`src/rtl/uart_rx_8bytes.sv`:
```
// ---------------------------------------------------------------------------
// uart_rx_8bytes
//
// 8N1 UART receiver that assembles eight consecutive good bytes into one
// 64-bit word. The word is published on op_data with a one-cycle op_flag
// pulse. A partial word is dropped if the line sits idle for TIMEOUT_CYC
// cycles, or if any frame has a bad stop bit.
//
// Parameters
//   BAUD_CNT_MAX : clk cycles per UART bit
//   TIMEOUT_CYC  : idle cycles after which a partial word is discarded
//
// Ports
//   clk       : system clock, rising edge
//   rst_n     : asynchronous active-low reset
//   rx        : asynchronous serial input, idle high
//   op_data   : last complete word, byte k in bits [8k+7:8k]
//   op_flag   : one-cycle pulse, op_data newly valid
//   frame_err : one-cycle pulse on a stop-bit error
// ---------------------------------------------------------------------------
module uart_rx_8bytes #(
    parameter int BAUD_CNT_MAX = 5208,
    parameter int TIMEOUT_CYC  = 52080
) (
    input  logic        clk,
    input  logic        rst_n,
    input  logic        rx,
    output logic [63:0] op_data,
    output logic        op_flag,
    output logic        frame_err
);

    localparam int BW = $clog2(BAUD_CNT_MAX);
    localparam int IW = $clog2(TIMEOUT_CYC + 1);

    localparam logic [BW-1:0] SAMPLE_PT    = BW'(BAUD_CNT_MAX / 2);
    localparam logic [BW-1:0] BAUD_LAST    = BW'(BAUD_CNT_MAX - 1);
    localparam logic [IW-1:0] TIMEOUT_LAST = IW'(TIMEOUT_CYC - 1);

    typedef enum logic [3:0] {
        ST_IDLE  = 4'b0001,
        ST_START = 4'b0010,
        ST_DATA  = 4'b0100,
        ST_STOP  = 4'b1000
    } state_t;

    // Synchroniser and edge-detect flops. They reset to 1 (line idle), so
    // reset release never looks like a start bit.
    logic rx_meta_r;
    logic rx_sync_r;
    logic rx_prev_r;

    state_t          state_r;
    logic [BW-1:0]   baud_cnt_r;
    logic [IW-1:0]   idle_cnt_r;
    logic [2:0]      bit_idx_r;
    logic [2:0]      byte_cnt_r;
    logic [7:0]      shift_r;
    // Slots 0..6 of the word in progress. Slot 7 is never stored, because
    // the final byte goes straight from shift_r into op_data.
    logic [6:0][7:0] word_r;
    logic [63:0]     op_data_r;
    logic            op_flag_r;
    logic            frame_err_r;

    logic            fall_s;
    logic            sample_s;
    logic [BW-1:0]   baud_next_s;

    assign fall_s      = rx_prev_r & ~rx_sync_r;
    assign sample_s    = (baud_cnt_r == SAMPLE_PT);
    assign baud_next_s = (baud_cnt_r == BAUD_LAST) ? {BW{1'b0}} : (baud_cnt_r + BW'(1));

    assign op_data   = op_data_r;
    assign op_flag   = op_flag_r;
    assign frame_err = frame_err_r;

    // Two-flop synchroniser for rx, plus a third flop for falling-edge detection.
    always_ff @(posedge clk or negedge rst_n) begin
        if (!rst_n) begin
            rx_meta_r <= 1'b1;
            rx_sync_r <= 1'b1;
            rx_prev_r <= 1'b1;
        end else begin
            rx_meta_r <= rx;
            rx_sync_r <= rx_meta_r;
            rx_prev_r <= rx_sync_r;
        end
    end

    // Receive FSM: bit timing, byte assembly, word assembly, idle timeout and registered outputs.
    always_ff @(posedge clk or negedge rst_n) begin
        if (!rst_n) begin
            state_r     <= ST_IDLE;
            baud_cnt_r  <= {BW{1'b0}};
            idle_cnt_r  <= {IW{1'b0}};
            bit_idx_r   <= 3'd0;
            byte_cnt_r  <= 3'd0;
            shift_r     <= 8'd0;
            word_r      <= 56'd0;
            op_data_r   <= 64'd0;
            op_flag_r   <= 1'b0;
            frame_err_r <= 1'b0;
        end else begin
            // Output pulses default low, so each one lasts exactly one cycle.
            op_flag_r   <= 1'b0;
            frame_err_r <= 1'b0;

            case (state_r)
                ST_IDLE: begin
                    // Holding the counter at zero means START always begins
                    // with a cleared counter.
                    baud_cnt_r <= {BW{1'b0}};
                    if (fall_s) begin
                        state_r    <= ST_START;
                        idle_cnt_r <= {IW{1'b0}};
                    end else if (byte_cnt_r != 3'd0) begin
                        // A partial word is pending. Drop it if the line stays
                        // quiet for too long.
                        if (idle_cnt_r == TIMEOUT_LAST) begin
                            byte_cnt_r <= 3'd0;
                            idle_cnt_r <= {IW{1'b0}};
                        end else begin
                            idle_cnt_r <= idle_cnt_r + IW'(1);
                        end
                    end else begin
                        idle_cnt_r <= {IW{1'b0}};
                    end
                end

                ST_START: begin
                    baud_cnt_r <= baud_next_s;
                    if (sample_s) begin
                        // The line must still be low at mid-bit. Anything
                        // shorter than half a bit is a glitch and is ignored.
                        if (!rx_sync_r) begin
                            state_r   <= ST_DATA;
                            bit_idx_r <= 3'd0;
                        end else begin
                            state_r <= ST_IDLE;
                        end
                    end
                end

                ST_DATA: begin
                    baud_cnt_r <= baud_next_s;
                    if (sample_s) begin
                        // LSB first: each new bit enters at the top and moves
                        // down as later bits arrive.
                        shift_r   <= {rx_sync_r, shift_r[7:1]};
                        bit_idx_r <= bit_idx_r + 3'd1;
                        if (bit_idx_r == 3'd7) begin
                            state_r <= ST_STOP;
                        end
                    end
                end

                ST_STOP: begin
                    baud_cnt_r <= baud_next_s;
                    if (sample_s) begin
                        // Return to IDLE at mid stop bit, so the receiver is
                        // ready for a start bit that immediately follows.
                        state_r <= ST_IDLE;
                        if (rx_sync_r) begin
                            if (byte_cnt_r == 3'd7) begin
                                op_data_r  <= {shift_r, word_r};
                                op_flag_r  <= 1'b1;
                                byte_cnt_r <= 3'd0;
                            end else begin
                                word_r[byte_cnt_r] <= shift_r;
                                byte_cnt_r         <= byte_cnt_r + 3'd1;
                            end
                        end else begin
                            frame_err_r <= 1'b1;
                            byte_cnt_r  <= 3'd0;
                        end
                    end
                end

                default: begin
                    state_r    <= ST_IDLE;
                    baud_cnt_r <= {BW{1'b0}};
                    idle_cnt_r <= {IW{1'b0}};
                    byte_cnt_r <= 3'd0;
                end
            endcase
        end
    end

endmodule

```
`config.mk`:
```
export PLATFORM = sky130hd
export DESIGN_NAME = uart_rx_8bytes
export DESIGN_NICKNAME = d
export VERILOG_FILES = /design/src/rtl/uart_rx_8bytes.sv
export SDC_FILE = /design/constraint.sdc
export NUM_CORES = 1
export LEC_CHECK = 0
export BUFFER_PORTS_ARGS = -buffer_cell sky130_fd_sc_hd__buf_2
export CORE_MARGIN = 2
export CORE_UTILIZATION = 63
export CTS_CLUSTER_DIAMETER = 120
export DETAILED_ROUTE_END_ITERATION = 6
export PLACE_DENSITY = 0.84
export REMOVE_ABC_BUFFERS = 1
export SYNTH_ARGS = -nofsm -noshare
export SYNTH_HDL_FRONTEND = slang
export SYNTH_SLANG_ARGS = --single-unit
```
`constraint.sdc`:
```
create_clock -name clk -period 6.3 [get_ports clk]
set_input_delay 1.26 -clock clk [delete_from_list [all_inputs] [get_ports clk]]
set_output_delay 1.26 -clock clk [all_outputs]
set_load 0.1 [all_outputs]
```
==> impl_metrics.toml, run 1 <==
[status]
outcome = "completed"

[sta]
tightest_slew_ps = 1140
fin_crit_ps = 2880
period_share = 0.458
rsz0062_at_grt = "false"
setup_ws_ps = 3420
clock_skew_ps = 8.18
max_slew_margin = 0.235
finalMaxSlewViolations = 0
tns_ps = 0
max_freq_mhz = 347
hold_viol_final = 0
finalSetupViolations = 0

[synthesis]
synthAdderAreaFrac = 0.0138
avgSynthCellArea_um2 = 13.6
yosysUniqueCellTypes = 59
synth_xor_area_frac = 0.00963
synth_top_family_by_area = "multiplexers"
synth_compound_area_frac = 0.0473
seq_area_frac_synth = 0.592
yosysWarnings = 0
synth-simple-area-share = 0.106
syn_area_um2 = 7280
ys_seq_elements = 172
synth_cells = 535
synthMuxAreaShare = 0.204

[power_and_ir_drop]
ir_drop_mv = 0.256
power_density_nw_per_um2 = 282
power_leakage_uw = 0.00415

[critical_path]
crit_fanout = 64
startpoint_type = "flop"
slowest_delay_ps = 790
cp_num_cells = 4
path_buf_inv = 0
cpMaxStageDelayCell = "nor2_8"
rr_worst_depth = 4
crit_family = "simple AND/OR/NAND/NOR gates"
critical_path_arrival_ps = 3190
path_cells = "or4b_1 > or3_4 > nor2_8 > mux2_2"
cp-end-kind = "flop"
crit_required_ps = 6600
critPathKind = "flop to flop"

[routing]
wl_per_cell_um = 18.1
final_antenna_net_count = 0
wl_met3_um = 492
routed_wl_mm = 13.7
vias = 4411
met1_length_mm = 6.25
drt-pass1-iter-count = 4
via_per_inst = 5.84
route.top_layer_used = "met4"
drtIter0Drc = 254
wl_met2_mm = 6.77
drc = 0

[placement]
place_inst = 722
place_congestion = 0.854
portBuffers = 68
pre_cts_ws_ps = 3400
hpwl_mm = 8.61
placed_area_um2 = 7650

[finish]
area_growth_pct = 12.9
final_cells = 755
diodes = 0
final_area_um2 = 8220
final_nets = 610
drive_gt1_frac = 0.402

[cts]
cts_hold_buffers = 0
cts_tree = "yes"
clock_latency_ps = 420
clkTransAtPathRegs_ps = 70
post_cts_buffers = 0
cts_buffers = 17
cts_root_buffer = "clkbuf_16"
h-tree-depth = 4
cts_sinks = 172
cts_resized = 0
cts_max_path_buffers = 2

[floorplan]
dieArea_um2 = 12400
core_area_um2 = 11400
rows = 39
start_util = 0.640
die_x_um = 111
io_pins = 69
die_h_um = 111

[grt]
antenna_found_initial = 0
grt_pass1_vias = 4504
grt_pass1_wl_mm = 23.1
grt_max_degree = 101
grt_overflow = 0
grtUsageTotal = 0.236

[job]
drv_cap = 0

[worst_hold_path]
whs_path_depth = 0
hp-class = "flop to flop"
-- worst paths after layout --
check	endpoint	slack, ps	from
min	rx_sync_r$_DFF_PN1_	360	rx_meta_r$_DFF_PN1_
min reg2reg	rx_sync_r$_DFF_PN1_	360	rx_meta_r$_DFF_PN1_
max in group asynchronous	word_r[23]$_DFFE_PN0P_	3920	rst_n
min in group asynchronous	op_data[55]$_DFFE_PN0P_	950	rst_n
max	op_data[35]$_DFFE_PN0P_	3420	baud_cnt_r[10]$_DFF_PN0_
max reg2reg	op_data[35]$_DFFE_PN0P_	3420	baud_cnt_r[10]$_DFF_PN0_
-- cell families (layout without fill, tap and decap cells) --
group,Yosys count,after routing
flip-flops,172,172
multiplexers,132,132
AND/OR/NAND/NOR,120,120
AO/OA/AOI/OAI,58,58
buffers and inverters,37,114
adder cells (fa/ha/maj),8,8
XOR/XNOR,8,8
-- through the flow --
stage | utilization | hold slack, ps | power (µW)
after floorplan | - | 345 | 1280
after global placement | 0.673 | 347 | 1330
after detailed placement | 0.673 | 353 | 1340
after CTS | 0.723 | 355 | 2330
after global routing | 0.723 | 358 | 2410
final | 0.723 | 355 | 2320
-- state kept, by name, summed over array words and instances (netlist names) --
name        count
op_data        64
word_r         56
idle_cnt_r     16
baud_cnt_r     13
shift_r         8
state_r         4
bit_idx_r       3
byte_cnt_r      3
frame_err       1
op_flag         1
rx_meta_r       1
rx_prev_r       1
rx_sync_r       1
-- worst register-to-register path, stage by stage, from the launching register on --
cell and delay [ps]:
dfrtp_1 430, or4b_1 560, or3_4 460, nor2_8 800, mux2_2 510
-- report_power, final --
group | internal (µW) | switching, µW | leakage [µW]
registers | 1120 | 31.6 | 0.00239
logic | 59.3 | 112 | 0.00150
clock network | 560 | 436 | 0.000262
-- layer usage --
| metal | track usage | up-vias |
|---|---|---|
| met5 | 0 | - |
| met4 | 0.0947 | 0 |
| met3 | 0.0544 | 14 |
| met2 | 0.374 | 99 |
| met1 | 0.322 | 2238 |
| li1 | - | 2060 |
-- Yosys cell counts (all sizes together) --
master,count,area share
a211oi,5,0.0065
a21boi,1,0.0015
a21oi,14,0.0096
a22o,3,0.0036
a31oi,1,0.00086
and2,1,0.00086
and3,7,0.0060
and4,1,0.0012
buf,16,0.016
clkbuf,9,0.0060
dfrtp,168,0.58
dfstp,4,0.014
ha,8,0.014
inv,12,0.0062
mux2,131,0.20
mux2i,1,0.0014
nand2,21,0.011
nand2b,2,0.0017
nand3,20,0.015
nand3b,1,0.0010
nand4,7,0.0069
nand4b,2,0.0024
nand4bb,4,0.0062
nor2,21,0.013
nor2b,1,0.00086
nor3,9,0.0084
nor4,5,0.0093
nor4b,3,0.0065
nor4bb,1,0.0014
o211ai,1,0.0010
o21a,1,0.0010
o21ai,29,0.020
o22ai,1,0.00086
o31ai,1,0.0010
o32ai,1,0.0012
or2,1,0.00086
or3,11,0.010
or4,1,0.0010
or4b,1,0.0014
xnor2,1,0.0012
xor2,7,0.0084
-- cells in the final DEF, fill, tap and decap left out, types with 8 or more instances in the layout --
master and n:
inv_1 12, dfrtp_1 168, or3_1 10, mux2_2 126
ha_1 8, o21ai_0 28, nand3_1 18, nor2_1 19
clkbuf_16 17, nand2_1 21, buf_2 68, a21oi_1 14
-- area by class of cell --
type / instances / area, µm²
sequential: 172 / 4310
fill: 742 / 3150
multi-input combinational: 326 / 2770
clock buffer: 21 / 450
timing repair buffer: 70 / 359
tap: 143 / 179
clock inverter: 11 / 111
inverter: 12 / 45.0
Power figures use the tool's default switching activity.
==> run 2, diff against run 1 <==
--- a/config.mk
+++ b/config.mk
@@ -7,10 +7,10 @@
 export LEC_CHECK = 0
 export BUFFER_PORTS_ARGS = -buffer_cell sky130_fd_sc_hd__buf_2
 export CORE_MARGIN = 2
-export CORE_UTILIZATION = 63
+export CORE_UTILIZATION = 53
 export CTS_CLUSTER_DIAMETER = 120
 export DETAILED_ROUTE_END_ITERATION = 6
-export PLACE_DENSITY = 0.84
+export PLACE_DENSITY = 0.75
 export REMOVE_ABC_BUFFERS = 1
 export SYNTH_ARGS = -nofsm -noshare
 export SYNTH_HDL_FRONTEND = slang
==> constraint.sdc (replaced) <==
create_clock -name clk -period 2.62 [get_ports clk]
set_input_delay 0.524 -clock clk [delete_from_list [all_inputs] [get_ports clk]]
set_output_delay 0.524 -clock clk [all_outputs]
set_load 0.1 [all_outputs]
==> run 2 against run 1 <==
Compared with the run above:
- cell area increased by 3.6%
- combinational power increased to 2.6 times the previous value
- flip-flop and latch count unchanged
- critical endpoint is now op_data[40]$_DFFE_PN0P_
- first-iteration DRC count increased by 33%
==> impl_metrics.toml, run 2 (synthesis gave the netlist of run 1 again) <==
[sta]
max_slew_margin = 0.177
tightest_slew_ps = 1220
finalSetupViolations = 0
period_share = 0.927
clock_skew_ps = 9.25
hold_slack_ps = 81.4
hold_viol_final = 0
rsz0062_at_grt = "false"
max_freq_mhz = 412
finalMaxSlewViolations = 0
fin_crit_ps = 2430
tns_ps = 0

[critical_path]
crit_family = "simple AND/OR/NAND/NOR gates"
crit_fanout = 22
cp-end-kind = "flop"
cpMaxStageDelayCell = "or4b_1"
crit_required_ps = 2920
r2r_slack_ps = 190
path_buf_inv = 1
path_cells = "or4b_1 > or3_4 > nor2_8 > buf_12 > mux2_1"
timing.rr.start = "baud_cnt_r[10]$_DFF_PN0_"
critPathKind = "flop to flop"
startpoint_type = "flop"
critical_path_arrival_ps = 2730
slowest_delay_ps = 560
r2r-end = "op_data[40]$_DFFE_PN0P_"
rr_worst_depth = 5

[cts]
h-tree-depth = 4
cts_max_path_buffers = 2
clkTransAtPathRegs_ps = 70
cts_buffers = 17
cts_resized = 0
cts_hold_buffers = 0
cts_root_buffer = "clkbuf_16"
cts_tree = "yes"
cts_sinks = 172
clock_latency_ps = 420
post_cts_buffers = 0

[power_and_ir_drop]
power_leakage_uw = 0.00430
power_density_nw_per_um2 = 678
ir_drop_mv = 0.426

[finish]
multiInputGateArea_um2 = 2770
layout_commonest_cell = "dfrtp_1"
diodes = 0
fillers = 1010
regArea_um2 = 4310
post-route-util = 0.638
final_cell_mix = "dfrtp_1, mux2_2, buf_2"
drive_gt1_frac = 0.423
largest_reg_flops = 64
area_growth_pct = 17.0
final_area_um2 = 8520
final_nets = 629

[routing]
final_antenna_net_count = 0
via_per_inst = 5.62
vias = 4534
drtIter0Drc = 339
drt-pass1-iter-count = 5
wl_per_cell_um = 17.6
drc = 0
routed_wl_mm = 14.2

[grt]
grtUsageTotal = 0.208
grt_max_degree = 65
grt_overflow = 0
antenna_found_initial = 0
grt_pass1_wl_mm = 23.6
grt_pass1_vias = 4628

[floorplan]
io_pins = 69
dieArea_um2 = 14700
core_area_um2 = 13300
die_h_um = 121
start_util = 0.545
die_x_um = 121
rows = 42

[job]
drv_cap = 0

[status]
outcome = "completed"

[placement]
portBuffers = 68
hpwl_mm = 9.43
placed_area_um2 = 7910
place_congestion = 0.828

[worst_hold_path]
hp-class = "primary input to asynchronous set/reset pin"
[run 2: layout make-up]
| type | count | share of cell area |
|---|---|---|
| clock inverter | 12 | 0.0179 |
| multi-input combinational | 326 | 0.325 |
| timing repair buffer | 89 | 0.0665 |
| inverter | 12 | 0.00529 |
| sequential | 172 | 0.506 |
| tap | 176 | 0.0259 |
| clock buffer | 20 | 0.0536 |
[run 2: worst register-to-register path: cells and delay by family, from the launching register on]
kind | cells | cell delay [ps]
flip-flops | 1 | 430
buffers and inverters | 1 | 220
AND/OR/NAND/NOR | 3 | 1280
multiplexers | 1 | 370
[run 2: worst max-delay path by stage]
stage / from / to / slack, ps / cells after the start
6_report: baud_cnt_r[10]$_DFF_PN0_ / op_data[40]$_DFFE_PN0P_ / 190 / 5
5_1_grt: baud_cnt_r[0]$_DFF_PN0_ / word_r[10]$_DFFE_PN0P_ / 20 / 7
4_1_cts: baud_cnt_r[10]$_DFF_PN0_ / op_data[40]$_DFFE_PN0P_ / 180 / 5
3_5_place_dp: baud_cnt_r[10]$_DFF_PN0_ / op_data[16]$_DFFE_PN0P_ / 210 / 5
3_3_place_gp: baud_cnt_r[10]$_DFF_PN0_ / op_data[1]$_DFFE_PN0P_ / 250 / 5
2_1_floorplan: baud_cnt_r[10]$_DFF_PN0_ / op_data[0]$_DFFE_PN0P_ / 90 / 4
[run 2: where the power goes]
part | internal (µW) | switching, µW
combinational | 170 | 272
clock | 1490 | 1080
sequential | 2700 | 73.8
[run 2: stage by stage]
stage          power [µW]  worst slack (ps)  instances
6_report             5780               191        807
3_5_place_dp         3260               210        775
5_1_grt              6000              21.4        807
3_3_place_gp         3250               248        775
2_1_floorplan        3090              86.8        510
4_1_cts              5820               182        807
[run 2: routing by layer]
layer / GRT usage / vias to the layer above / share of wire
met2: 0.326 / 112 / 0.49
met4: 0.0805 / 0 / 0.016
met5: 0 / - / 0
met1: 0.287 / 2317 / 0.45
li1: - / 2089 / -
met3: 0.0456 / 16 / 0.044
